## src/rtl/adc_frame_pkg.sv

```systemverilog
// Shared types and constants for the ADC frame aligner.
// Holds the FSM state encoding, lane/sample widths and the default frame pattern.
package adc_frame_pkg;

  typedef enum logic [1:0] {
    ST_SETTLE,
    ST_CHECK,
    ST_SLIP,
    ST_LOCKED
  } state_e;

  localparam int LANE_W   = 8;
  localparam int SAMPLE_W = 2 * LANE_W;

  localparam logic [LANE_W-1:0] DEFAULT_FRAME_PATTERN = 8'hF0;

endpackage

```

## src/rtl/adc_frame_aligner_sample_interleave.sv

```systemverilog
// Pure bit mapping of the two DDR lane words into one ADC sample.
// Lane A carries the odd sample bits and lane B the even ones.
module sample_interleave
  import adc_frame_pkg::*;
(
  input  logic [LANE_W-1:0]   lane_a_i,
  input  logic [LANE_W-1:0]   lane_b_i,
  output logic [SAMPLE_W-1:0] sample_o
);

  for (genvar i = 0; i < LANE_W; i++) begin : g_bit
    assign sample_o[2*i+1] = lane_a_i[i];
    assign sample_o[2*i]   = lane_b_i[i];
  end

endmodule

```

## src/rtl/adc_frame_aligner.sv

```systemverilog
// Frame-clock alignment FSM for the 2-lane ADC ISERDES capture path.
// Slips the ISERDES until the frame word matches, then emits qualified samples.
module adc_frame_aligner
  import adc_frame_pkg::*;
#(
  parameter logic [LANE_W-1:0] FRAME_PATTERN = DEFAULT_FRAME_PATTERN,
  parameter int                SETTLE_CYCLES = 4,
  parameter int                LOCK_COUNT    = 16,
  parameter int                MISS_LIMIT    = 4
) (
  input  logic                sample_clk,
  input  logic                reset_n,
  input  logic [LANE_W-1:0]   frame_word,
  input  logic [LANE_W-1:0]   lane_a,
  input  logic [LANE_W-1:0]   lane_b,
  input  logic                realign,
  output logic                bitslip,
  output logic                locked,
  output logic [SAMPLE_W-1:0] sample,
  output logic                sample_valid,
  output logic [2:0]          slip_count,
  output logic                align_err
);

  localparam logic [3:0] SETTLE_INIT = 4'(SETTLE_CYCLES);
  localparam logic [7:0] LOCK_LAST   = 8'(LOCK_COUNT);
  localparam logic [7:0] MISS_LAST   = 8'(MISS_LIMIT);

  state_e              state_q;
  logic [3:0]          settle_q;
  logic [7:0]          match_q;
  logic [7:0]          miss_q;
  logic [2:0]          slip_cnt_q;
  logic                align_err_q;
  logic                bitslip_q;
  logic                locked_q;
  logic                valid_q;
  logic [SAMPLE_W-1:0] sample_q;

  logic [SAMPLE_W-1:0] sample_d;
  logic                match_d;

  assign match_d = (frame_word == FRAME_PATTERN);

  sample_interleave u_interleave (
    .lane_a_i (lane_a),
    .lane_b_i (lane_b),
    .sample_o (sample_d)
  );

  always_ff @(posedge sample_clk or negedge reset_n) begin
    if (!reset_n) begin
      state_q     <= ST_SETTLE;
      settle_q    <= SETTLE_INIT;
      match_q     <= '0;
      miss_q      <= '0;
      slip_cnt_q  <= '0;
      align_err_q <= 1'b0;
      bitslip_q   <= 1'b0;
      locked_q    <= 1'b0;
      valid_q     <= 1'b0;
      sample_q    <= '0;
    end else begin
      bitslip_q <= 1'b0;
      locked_q  <= (state_q == ST_LOCKED);
      valid_q   <= (state_q == ST_LOCKED) && match_d;
      sample_q  <= sample_d;

      // realign wins over everything, including the cycle that would have slipped
      if (realign) begin
        state_q     <= ST_SETTLE;
        settle_q    <= SETTLE_INIT;
        match_q     <= '0;
        miss_q      <= '0;
        slip_cnt_q  <= '0;
        align_err_q <= 1'b0;
      end else begin
        unique case (state_q)
          ST_SETTLE: begin
            if (settle_q <= 4'd1) begin
              state_q <= ST_CHECK;
              match_q <= '0;
            end else begin
              settle_q <= settle_q - 4'd1;
            end
          end
          ST_CHECK: begin
            if (match_d) begin
              if (match_q + 8'd1 == LOCK_LAST) begin
                state_q <= ST_LOCKED;
                miss_q  <= '0;
              end else begin
                match_q <= match_q + 8'd1;
              end
            end else begin
              match_q <= '0;
              state_q <= ST_SLIP;
            end
          end
          ST_SLIP: begin
            // pulse leaves with the SLIP->SETTLE transition so realign can still veto it
            bitslip_q  <= 1'b1;
            slip_cnt_q <= slip_cnt_q + 3'd1;
            if (slip_cnt_q == 3'd7) begin
              align_err_q <= 1'b1;
            end
            state_q  <= ST_SETTLE;
            settle_q <= SETTLE_INIT;
          end
          ST_LOCKED: begin
            if (match_d) begin
              miss_q <= '0;
            end else if (miss_q + 8'd1 == MISS_LAST) begin
              state_q <= ST_CHECK;
              match_q <= '0;
            end else begin
              miss_q <= miss_q + 8'd1;
            end
          end
          default: begin
            state_q  <= ST_SETTLE;
            settle_q <= SETTLE_INIT;
          end
        endcase
      end
    end
  end

  assign bitslip      = bitslip_q;
  assign locked       = locked_q;
  assign sample       = sample_q;
  assign sample_valid = valid_q;
  assign slip_count   = slip_cnt_q;
  assign align_err    = align_err_q;

endmodule

```

## config.mk

```make
export PLATFORM = sky130hd
export DESIGN_NAME = adc_frame_aligner
export DESIGN_NICKNAME = d
export VERILOG_FILES = /design/src/rtl/adc_frame_pkg.sv /design/src/rtl/adc_frame_aligner_sample_interleave.sv /design/src/rtl/adc_frame_aligner.sv
export SDC_FILE = /design/constraint.sdc
export NUM_CORES = 1
export LEC_CHECK = 0
export ABC_AREA = 1
export CORE_MARGIN = 10
export CORE_UTILIZATION = 35
export DETAILED_ROUTE_END_ITERATION = 10
export PLACE_DENSITY = 0.64
export REMOVE_ABC_BUFFERS = 1
export SYNTH_ARGS = -nofsm -noshare
export SYNTH_HDL_FRONTEND = slang
export SYNTH_HIERARCHICAL = 1
export SYNTH_SLANG_ARGS = --single-unit
export TNS_END_PERCENT = 5
```

## constraint.sdc

```tcl
create_clock -name sample_clk -period 2.6 [get_ports sample_clk]
set_input_delay 0.39 -clock sample_clk [delete_from_list [all_inputs] [get_ports sample_clk]]
set_output_delay 0.39 -clock sample_clk [all_outputs]
set_load 0.02 [all_outputs]
```

---- Word level (Yosys, flattened, before mapping) ----
Cells that the tools add are included.
word-level totals
  register bits after elaboration ......... 45
  input port bits ......................... 27
  output and inout bits ................... 23
  word-level logic and storage cells ...... 73
cells by class
  $lt $le $gt $ge ......................... 1
  add/subtract/negate cells ............... 4
  equality and inequality tests ........... 16
  muxes and demuxes ....................... 30
  reductions and logical operators ........ 12
operators with widths
  kind                                                  number
  two-way mux 8 bit                                     11
  case mux 8 bit (3 select lines)                       1
  adder 8 x 1 -> 8 bit (second input constant)          2
  case mux 8 bit (2 select lines)                       1
  != test 3 bit (second input constant)                 5
  two-way mux 2 bit                                     6
  != test 4 bit (second input constant)                 3
  == test 8 x 3 -> 1 bit (second input constant)        1
  == test 8 x 5 -> 1 bit (second input constant)        1
  == test 8 bit (second input constant)                 1
  two-way mux 4 bit                                     2
  case mux 2 bit (4 select lines)                       1
  case mux 4 bit (2 select lines)                       1
  AND reduction 4 bit                                   2
  two-way mux 3 bit                                     2
  nonzero test 3 bit                                    2
  two-way mux 1 bit                                     5
  AND reduction 5 bit                                   1
  == test 2 bit (second input constant)                 2
  <= comparator 4 x 1 -> 1 bit (second input constant)  1
  AND reduction 2 bit                                   2
  nonzero test 2 bit                                    2
  nonzero test 4 bit                                    1
  subtractor 4 x 1 -> 4 bit (second input constant)     1
  other kinds (6)                                       6

---- Longest topological paths before layout ----
Gate-level depths: netlist (run 1).
  word-level depth ........................ 6
  gate-level depth with buffers ........... 13
  gate-level depth less buffers ........... 13

---- Cells and area by module ----
Netlist (run 1), hierarchy kept.
by module, submodules not included
  module             times used  cells each  area an instance (sq um)  sequential area each (sq um)
  adc_frame_aligner  1           258         2,152.1                   1,127.3
  sample_interleave  1           16          120.1                     0.0

---- Least setup slack after synthesis (run 1) ----
OpenSTA, ideal clock, no wires.
  kind .................................... register to register
  start point ............................. register miss_q[0]
  end point ............................... register match_q[0]
  arrival ................................. 1.472 ns
  library setup time ...................... 0.117 ns
  stages on the path, launching flop included .. 12
  buffers on the path ..................... 0
  data required time ...................... 2.483 ns
  clock period less this slack ............ 1.589 ns
  setup slack ............................. 1.011 ns
  cells stage by stage .................... dfrtp_1 ha_1 nand2_1 inv_1 nand3b_1 nand2_1 nor2_2 nand4_1 nand2_2 nand3_4 nand2_1 nand2_1
between the ends
  longest elaborated chain between the ends .. 4
RTL lines
  item                              line                      text
  from (decl)                       adc_frame_aligner.sv:32   logic [7:0] miss_q;
  from (signal assigned)            adc_frame_aligner.sv:117  miss_q <= miss_q + 8'd1;
  adder 8 x 1 -> 8 bit              adc_frame_aligner.sv:113  end else if (miss_q + 8'd1 == MISS_LAST) begin
  == test 8 x 3 -> 1 bit            adc_frame_aligner.sv:113
  != test 3 x 2 -> 1 bit (no line)  --
  AND reduction 5 bit (no line)     --
  to (signal assigned)              adc_frame_aligner.sv:93   match_q <= match_q + 8'd1;
  to (decl)                         adc_frame_aligner.sv:31   logic [7:0] match_q;
Every way passes these cells.
A chain may end at the register's enable or synchronous reset.

---- Worst setup path after layout (run 1) ----
  start point ............................. register miss_q[0]
  end point ............................... register match_q[2]
The elaborated chain is that of the path after synthesis.

==> out/summary.txt, run 1 <==
========================================================================================
Share of the core filled with cells in the final layout                            45.2%
Post-synth top area cell                                                    sky130_fd_sc_hd__dfrtp_1
First-pass GRT wire length                                                       8260 µm
Total negative slack                                                                0 ns
Final-report hold violation count                                                      0
Launch point of the worst path                                                 miss_q[0]
Max Root-Sink Buffers                                                                  2
TritonCTS clock tree                                                                 yes
Power per Cell Area                                                           575 nW/µm²
Number of warning messages in the yosys log                                            6
Top area cells in the synthesized netlist                                   sky130_fd_sc_hd__dfrtp_1, sky130_fd_sc_hd__nand2_1, sky130_fd_sc_hd__buf_4, sky130_fd_sc_hd__inv_1, sky130_fd_sc_hd__ha_1
Max transition margin                                                              66.9%
Number of flops mapped to enable cells by yosys                                        0
Number of gates given a new drive strength after cts                                   0
Critical Path Sink Type                                                             flop
Largest net degree at the start of global routing                                     24
Most frequently used cell type in the post-synthesis netlist                sky130_fd_sc_hd__nand2_1
Final Instance Count excl. Fillers                                                   393
Number of sinks driven by the clock tree                                              45
Die height                                                                        101 µm
Max Transition Viols Final                                                             0
Synthesized area                                                                2270 µm²
Max capacitance violation total                                                        0
Number of routed nets with antenna violations                                          0
FF+latch count, synth                                                                 45
Endpoint arrival time on the critical path                                       2.03 ns
Yosys top cell area share                                                          48.5%
Critical path data required time                                                 2.79 ns
Number of search-and-repair iterations in the first detailed-routing pass              4
All-layer global routing usage                                                     9.99%
Average detailed-routed wire length per instance                                 12.3 µm
Post-CTS Setup Inserts                                                                 0
Power, Total                                                                     1640 µW
R2R Path Start                                                                 miss_q[0]
Reg-to-reg critical path endpoint                                             match_q[2]
Diodes inserted                                                                        0
Period Utilization, post-route                                                     71.0%
Synthesized netlist cell count                                                       274
Vias in the first global route                                                      1820
Clock latency on the worst-skew pair                                             0.30 ns
Transition time of the tightest slew-check pin                                  0.496 ns
RSZ-0062 raised after global routing                                                  no
Number of instances in the placed design                                             385
Number of DRC markers after the initial detailed-route iteration                      58
Max Clock Skew                                                                0.00534 ns
Post-synthesis to final-layout area growth                                         25.6%
Category of the critical setup timing path                                    reg -> reg
Largest fanout on the critical path                                                    8
Clock-pin slew on the worst setup and hold paths                                 0.08 ns
Via Count                                                                           1807
Setup violations, final                                                                0
Die footprint                                                                  10100 µm²
Leading cell types by count after synthesis                                 sky130_fd_sc_hd__nand2_1, sky130_fd_sc_hd__dfrtp_1, sky130_fd_sc_hd__inv_1, sky130_fd_sc_hd__nor2_1, sky130_fd_sc_hd__buf_4
Worst-case vdd ir drop                                                            412 µV
Path category of the worst min-delay check                                   in -> async
Root buf cell                                                               sky130_fd_sc_hd__clkbuf_8
Final WL                                                                         4820 µm
Leakage power figure                                                          0.00137 µW
Global placement routability congestion                                            0.817
DRC                                                                                    0
Port Buffers                                                                          49
Period minus WS final                                                            1.84 ns
Achievable clock frequency                                                       542 MHz
Worst R2R Path Depth                                                                  11
Die width                                                                         101 µm
Post-DP HPWL                                                                     3850 µm
Worst R2R Setup Slack                                                            0.76 ns
Mean cell area of the mapped netlist                                            8.29 µm²
Distinct cell type count after synthesis                                              27
Effective utilization at floorplan                                                 36.0%
Floorplan row count                                                                   29
Top Ports                                                                             50
Result of the run                                                           finished clean
Number of vias per cell                                                             4.60
Post-synth ARST share                                                               100%
WHS                                                                            0.0453 ns
Net count, final                                                                     349
Number of antenna violations at the first check in global routing                      0
Htree depth                                                                            2
Share of final-layout standard cells stronger than drive strength 1                9.49%
Remaining global-route overflow                                                        0
Floorplan core area                                                             6310 µm²
Dominant synthesized flop cell                                              sky130_fd_sc_hd__dfrtp_1
Share of synthesized area occupied by flip-flops and latches                       49.6%
Hold_buf cts                                                                           0
Critical Path Start Type                                                            flop
Num CTS Buffers                                                                        5
========================================================================================
[worst max path at each step]
stage            endpoint  slack, ns
2_1_floorplan  match_q[0]       1.01
3_3_place_gp   match_q[0]       0.56
3_5_place_dp   match_q[2]       0.50
4_1_cts         miss_q[1]       0.74
5_1_grt        match_q[2]       0.52
6_report       match_q[2]       0.76
[logic make-up (layout without fill, tap and decap cells)]
family | after synthesis | count (layout) | share of synthesized area (%)
AOI/OAI and AO/OA | 13 | 13 | 3.58
buffers and inverters | 50 | 92 | 10.9
adders and majority gates | 7 | 7 | 3.85
DFF | 45 | 45 | 49.6
and+or+nand+nor | 159 | 159 | 32.0
[per-stage QoR]
| step | worst slack [ns] | instance area, µm² |
|---|---|---|
| after floorplan | 1.01 | 2150 |
| after global placement | 0.555 | 2740 |
| after detailed placement | 0.503 | 2740 |
| after CTS | 0.740 | 2850 |
| after global routing | 0.519 | 2850 |
| final | 0.755 | 2850 |
[critical path: stages (launching register included)]
cell	delay, ns
sky130_fd_sc_hd__dfrtp_1	0.45
sky130_fd_sc_hd__ha_1	0.24
sky130_fd_sc_hd__nand2_1	0.11
sky130_fd_sc_hd__inv_1	0.08
sky130_fd_sc_hd__nand3b_1	0.08
sky130_fd_sc_hd__nand2_1	0.07
sky130_fd_sc_hd__nor2_2	0.15
sky130_fd_sc_hd__nand4_1	0.12
sky130_fd_sc_hd__nand2_2	0.17
sky130_fd_sc_hd__nand3_4	0.14
sky130_fd_sc_hd__nand2_1	0.08
sky130_fd_sc_hd__nand2_1	0.05
[metal layers]
metal	global-route usage [%]	vias to the layer above	wire [µm]
met5	0	-	0
met4	3.26	0	63
met3	2.88	7	243
met2	17.9	27	2510
met1	11.0	850	2000
li1	-	923	-
[where the power goes]
part	leakage [µW]	switching [µW]	total (µW)	internal, µW
Sequential	0.000585	34.6	787	753
Clock	0.0000554	239	528	289
Combinational	0.000731	193	326	133
[layout make-up]
| cell class | instances | area (µm²) |
|---|---|---|
| Clock buffer | 6 | 72.6 |
| Clock inverter | 2 | 38.8 |
| Fill cell | 630 | 3460 |
| Inverter | 34 | 128 |
| Multi-Input combinational cell | 179 | 897 |
| Sequential cell | 45 | 1130 |
| Tap cell | 77 | 96.3 |
| Timing Repair Buffer | 50 | 493 |
[registers in the layout (all words and copies together) (netlist names), 2 cells and up]
register	cells
state_q	2
slip_count	3
miss_q	8
match_q	8
sample	16
settle_q	4
[placed cells by master (no fill, tap or decap), drive strengths merged, types with 2 or more instances in the layout]
| master | synthesis | layout |
|---|---|---|
| clkdlybuf4s50 | 0 | 48 |
| nand4 | 9 | 9 |
| nor2 | 31 | 31 |
| dfrtp | 44 | 44 |
| nor3 | 2 | 2 |
| inv | 34 | 34 |
| a22o | 3 | 3 |
| nand2 | 94 | 94 |
| ha | 7 | 7 |
| o21ai | 6 | 6 |
| nand3 | 17 | 17 |
| buf | 16 | 2 |
| clkbuf | 0 | 6 |
| nand3b | 4 | 4 |
Note: power is estimated with default switching activity, not from simulation.
==> inputs of run 2 (changes only) <==
==> constraint.sdc (replaced) <==
create_clock -name sample_clk -period 1.85 [get_ports sample_clk]
set_input_delay 0.2775 -clock sample_clk [delete_from_list [all_inputs] [get_ports sample_clk]]
set_output_delay 0.2775 -clock sample_clk [all_outputs]
set_load 0.02 [all_outputs]
==> out/summary.txt, run 2 (synthesis gave the netlist of run 1 again) <==
========================================================================================
Number of routed nets with antenna violations                                          0
Critical path data required time                                                 2.05 ns
Total negative slack                                                                0 ns
Final-report hold violation count                                                      0
Vias in the first global route                                                      1838
Clock latency on the worst-skew pair                                             0.30 ns
Number of vias per cell                                                             4.57
Number of flip-flops in the largest register                                          16
Average detailed-routed wire length per instance                                 12.1 µm
Number of instances in the placed design                                             394
Post-synthesis to final-layout area growth                                         32.6%
Leakage power figure                                                          0.00143 µW
Post-DP HPWL                                                                     3740 µm
Path category of the worst min-delay check                                   in -> async
Number of antenna violations at the first check in global routing                      0
Max transition margin                                                              61.9%
Worst R2R Path Depth                                                                  11
Net count, final                                                                     363
Htree depth                                                                            2
Endpoint arrival time on the critical path                                       1.91 ns
All-layer global routing usage                                                     10.3%
Critical Path Sink Type                                                             flop
TritonCTS clock tree                                                                 yes
Setup violations, final                                                                0
Clock-pin slew on the worst setup and hold paths                                 0.08 ns
Max Clock Skew                                                                0.00416 ns
Hold_buf cts                                                                           0
Port Buffers                                                                          49
Diodes inserted                                                                        0
Num CTS Buffers                                                                        5
Worst R2R Setup Slack                                                            0.14 ns
Final Instance Count excl. Fillers                                                   407
Power per Cell Area                                                           773 nW/µm²
Largest fanout on the critical path                                                    8
Number of sinks driven by the clock tree                                              45
Final WL                                                                         4910 µm
Effective utilization at floorplan                                                 36.0%
Worst-case vdd ir drop                                                            616 µV
Transition time of the tightest slew-check pin                                  0.572 ns
Global placement routability congestion                                            0.807
Remaining global-route overflow                                                        0
Die width                                                                         101 µm
Largest net degree at the start of global routing                                     46
Floorplan core area                                                             6310 µm²
Die height                                                                        101 µm
Category of the critical setup timing path                                    reg -> reg
RSZ-0062 raised after global routing                                                 yes
Reg-to-reg critical path endpoint                                             match_q[3]
First-pass GRT wire length                                                       8560 µm
Result of the run                                                           finished clean
Number of search-and-repair iterations in the first detailed-routing pass              4
Period Utilization, post-route                                                     92.6%
Achievable clock frequency                                                       584 MHz
Max Transition Viols Final                                                             0
Floorplan row count                                                                   29
Critical Path Start Type                                                            flop
Top Ports                                                                             50
Number of DRC markers after the initial detailed-route iteration                      57
R2R Path Start                                                                 miss_q[1]
Max Root-Sink Buffers                                                                  2
Period minus WS final                                                            1.71 ns
Commonest non-fill, non-tap cell in the layout                              sky130_fd_sc_hd__nand2_1
Root buf cell                                                               sky130_fd_sc_hd__clkbuf_8
Highest-count cells in the layout ignoring fill and taps                    sky130_fd_sc_hd__nand2_1, sky130_fd_sc_hd__clkdlybuf4s50_1, sky130_fd_sc_hd__dfrtp_1
DRC                                                                                    0
Die footprint                                                                  10100 µm²
Power, Total                                                                     2330 µW
Via Count                                                                           1861
Share of final-layout standard cells stronger than drive strength 1                17.0%
Max capacitance violation total                                                        0
========================================================================================
==> run 2: worst max-delay path, stage by stage (launching register included) <==
cell                      delay [ns]
sky130_fd_sc_hd__dfrtp_1        0.40
sky130_fd_sc_hd__ha_2           0.20
sky130_fd_sc_hd__nand2_2        0.10
sky130_fd_sc_hd__nand2_2        0.06
sky130_fd_sc_hd__nor2_1         0.09
sky130_fd_sc_hd__nand2_1        0.06
sky130_fd_sc_hd__nor2_2         0.13
sky130_fd_sc_hd__nand4_1        0.12
sky130_fd_sc_hd__nand2_2        0.16
sky130_fd_sc_hd__nand3_4        0.14
sky130_fd_sc_hd__nand2_2        0.10
sky130_fd_sc_hd__nand2_2        0.04
==> run 2: report_power, final <==
group | total (µW) | switching [µW] | internal (µW)
logic | 476 | 276 | 199
clock network | 745 | 340 | 406
registers | 1110 | 48.9 | 1060
total | 2330 | 665 | 1660
==> run 2: stage by stage <==
stage	instance area, µm²	hold slack [ns]	utilization [%]	worst slack [ns]
after floorplan	2150	-0.0181	-	0.261
after global placement	2810	0.399	44.5	0.0489
after detailed placement	2810	0.400	44.5	0.0194
after CTS	2920	0.0718	46.3	0.0839
after global routing	3010	0.0897	47.7	-0.0164
final	3010	0.0527	47.7	0.138
==> run 2: layout make-up <==
cell class	instances	area, µm²
inverter	34	128
clock buffer	6	72.6
multi-input combinational	179	947
fill	609	3300
clock inverter	2	38.8
sequential	45	1130
tap	77	96.3
timing repair buffer	64	602
==> run 2: metal layers <==
layer	vias to the layer above	track usage, %	share of wire, %
li1	957	-	-
met1	865	12.0	43
met2	32	17.3	50
met3	7	3.43	5.5
met4	0	3.26	1.2
met5	-	0	0
==> run 2: how the worst max path moves through the flow <==
| stage | start | to | slack (ns) |
|---|---|---|---|
| 3_5_place_dp | frame_word[5] | match_q[3] | 0.02 |
| 4_1_cts | miss_q[0] | match_q[3] | 0.08 |
| 5_1_grt | match_q[1] | miss_q[2] | -0.02 |
| 3_3_place_gp | frame_word[5] | match_q[2] | 0.05 |
| 6_report | miss_q[1] | match_q[3] | 0.14 |
| 2_1_floorplan | miss_q[0] | match_q[0] | 0.26 |
==> run 2: timing repair <==
item	in CTS	in global routing
hold endpoints to repair	0	0
endpoints found under the setup margin	0	16
setup buffers	0	5
resized for setup	0	17
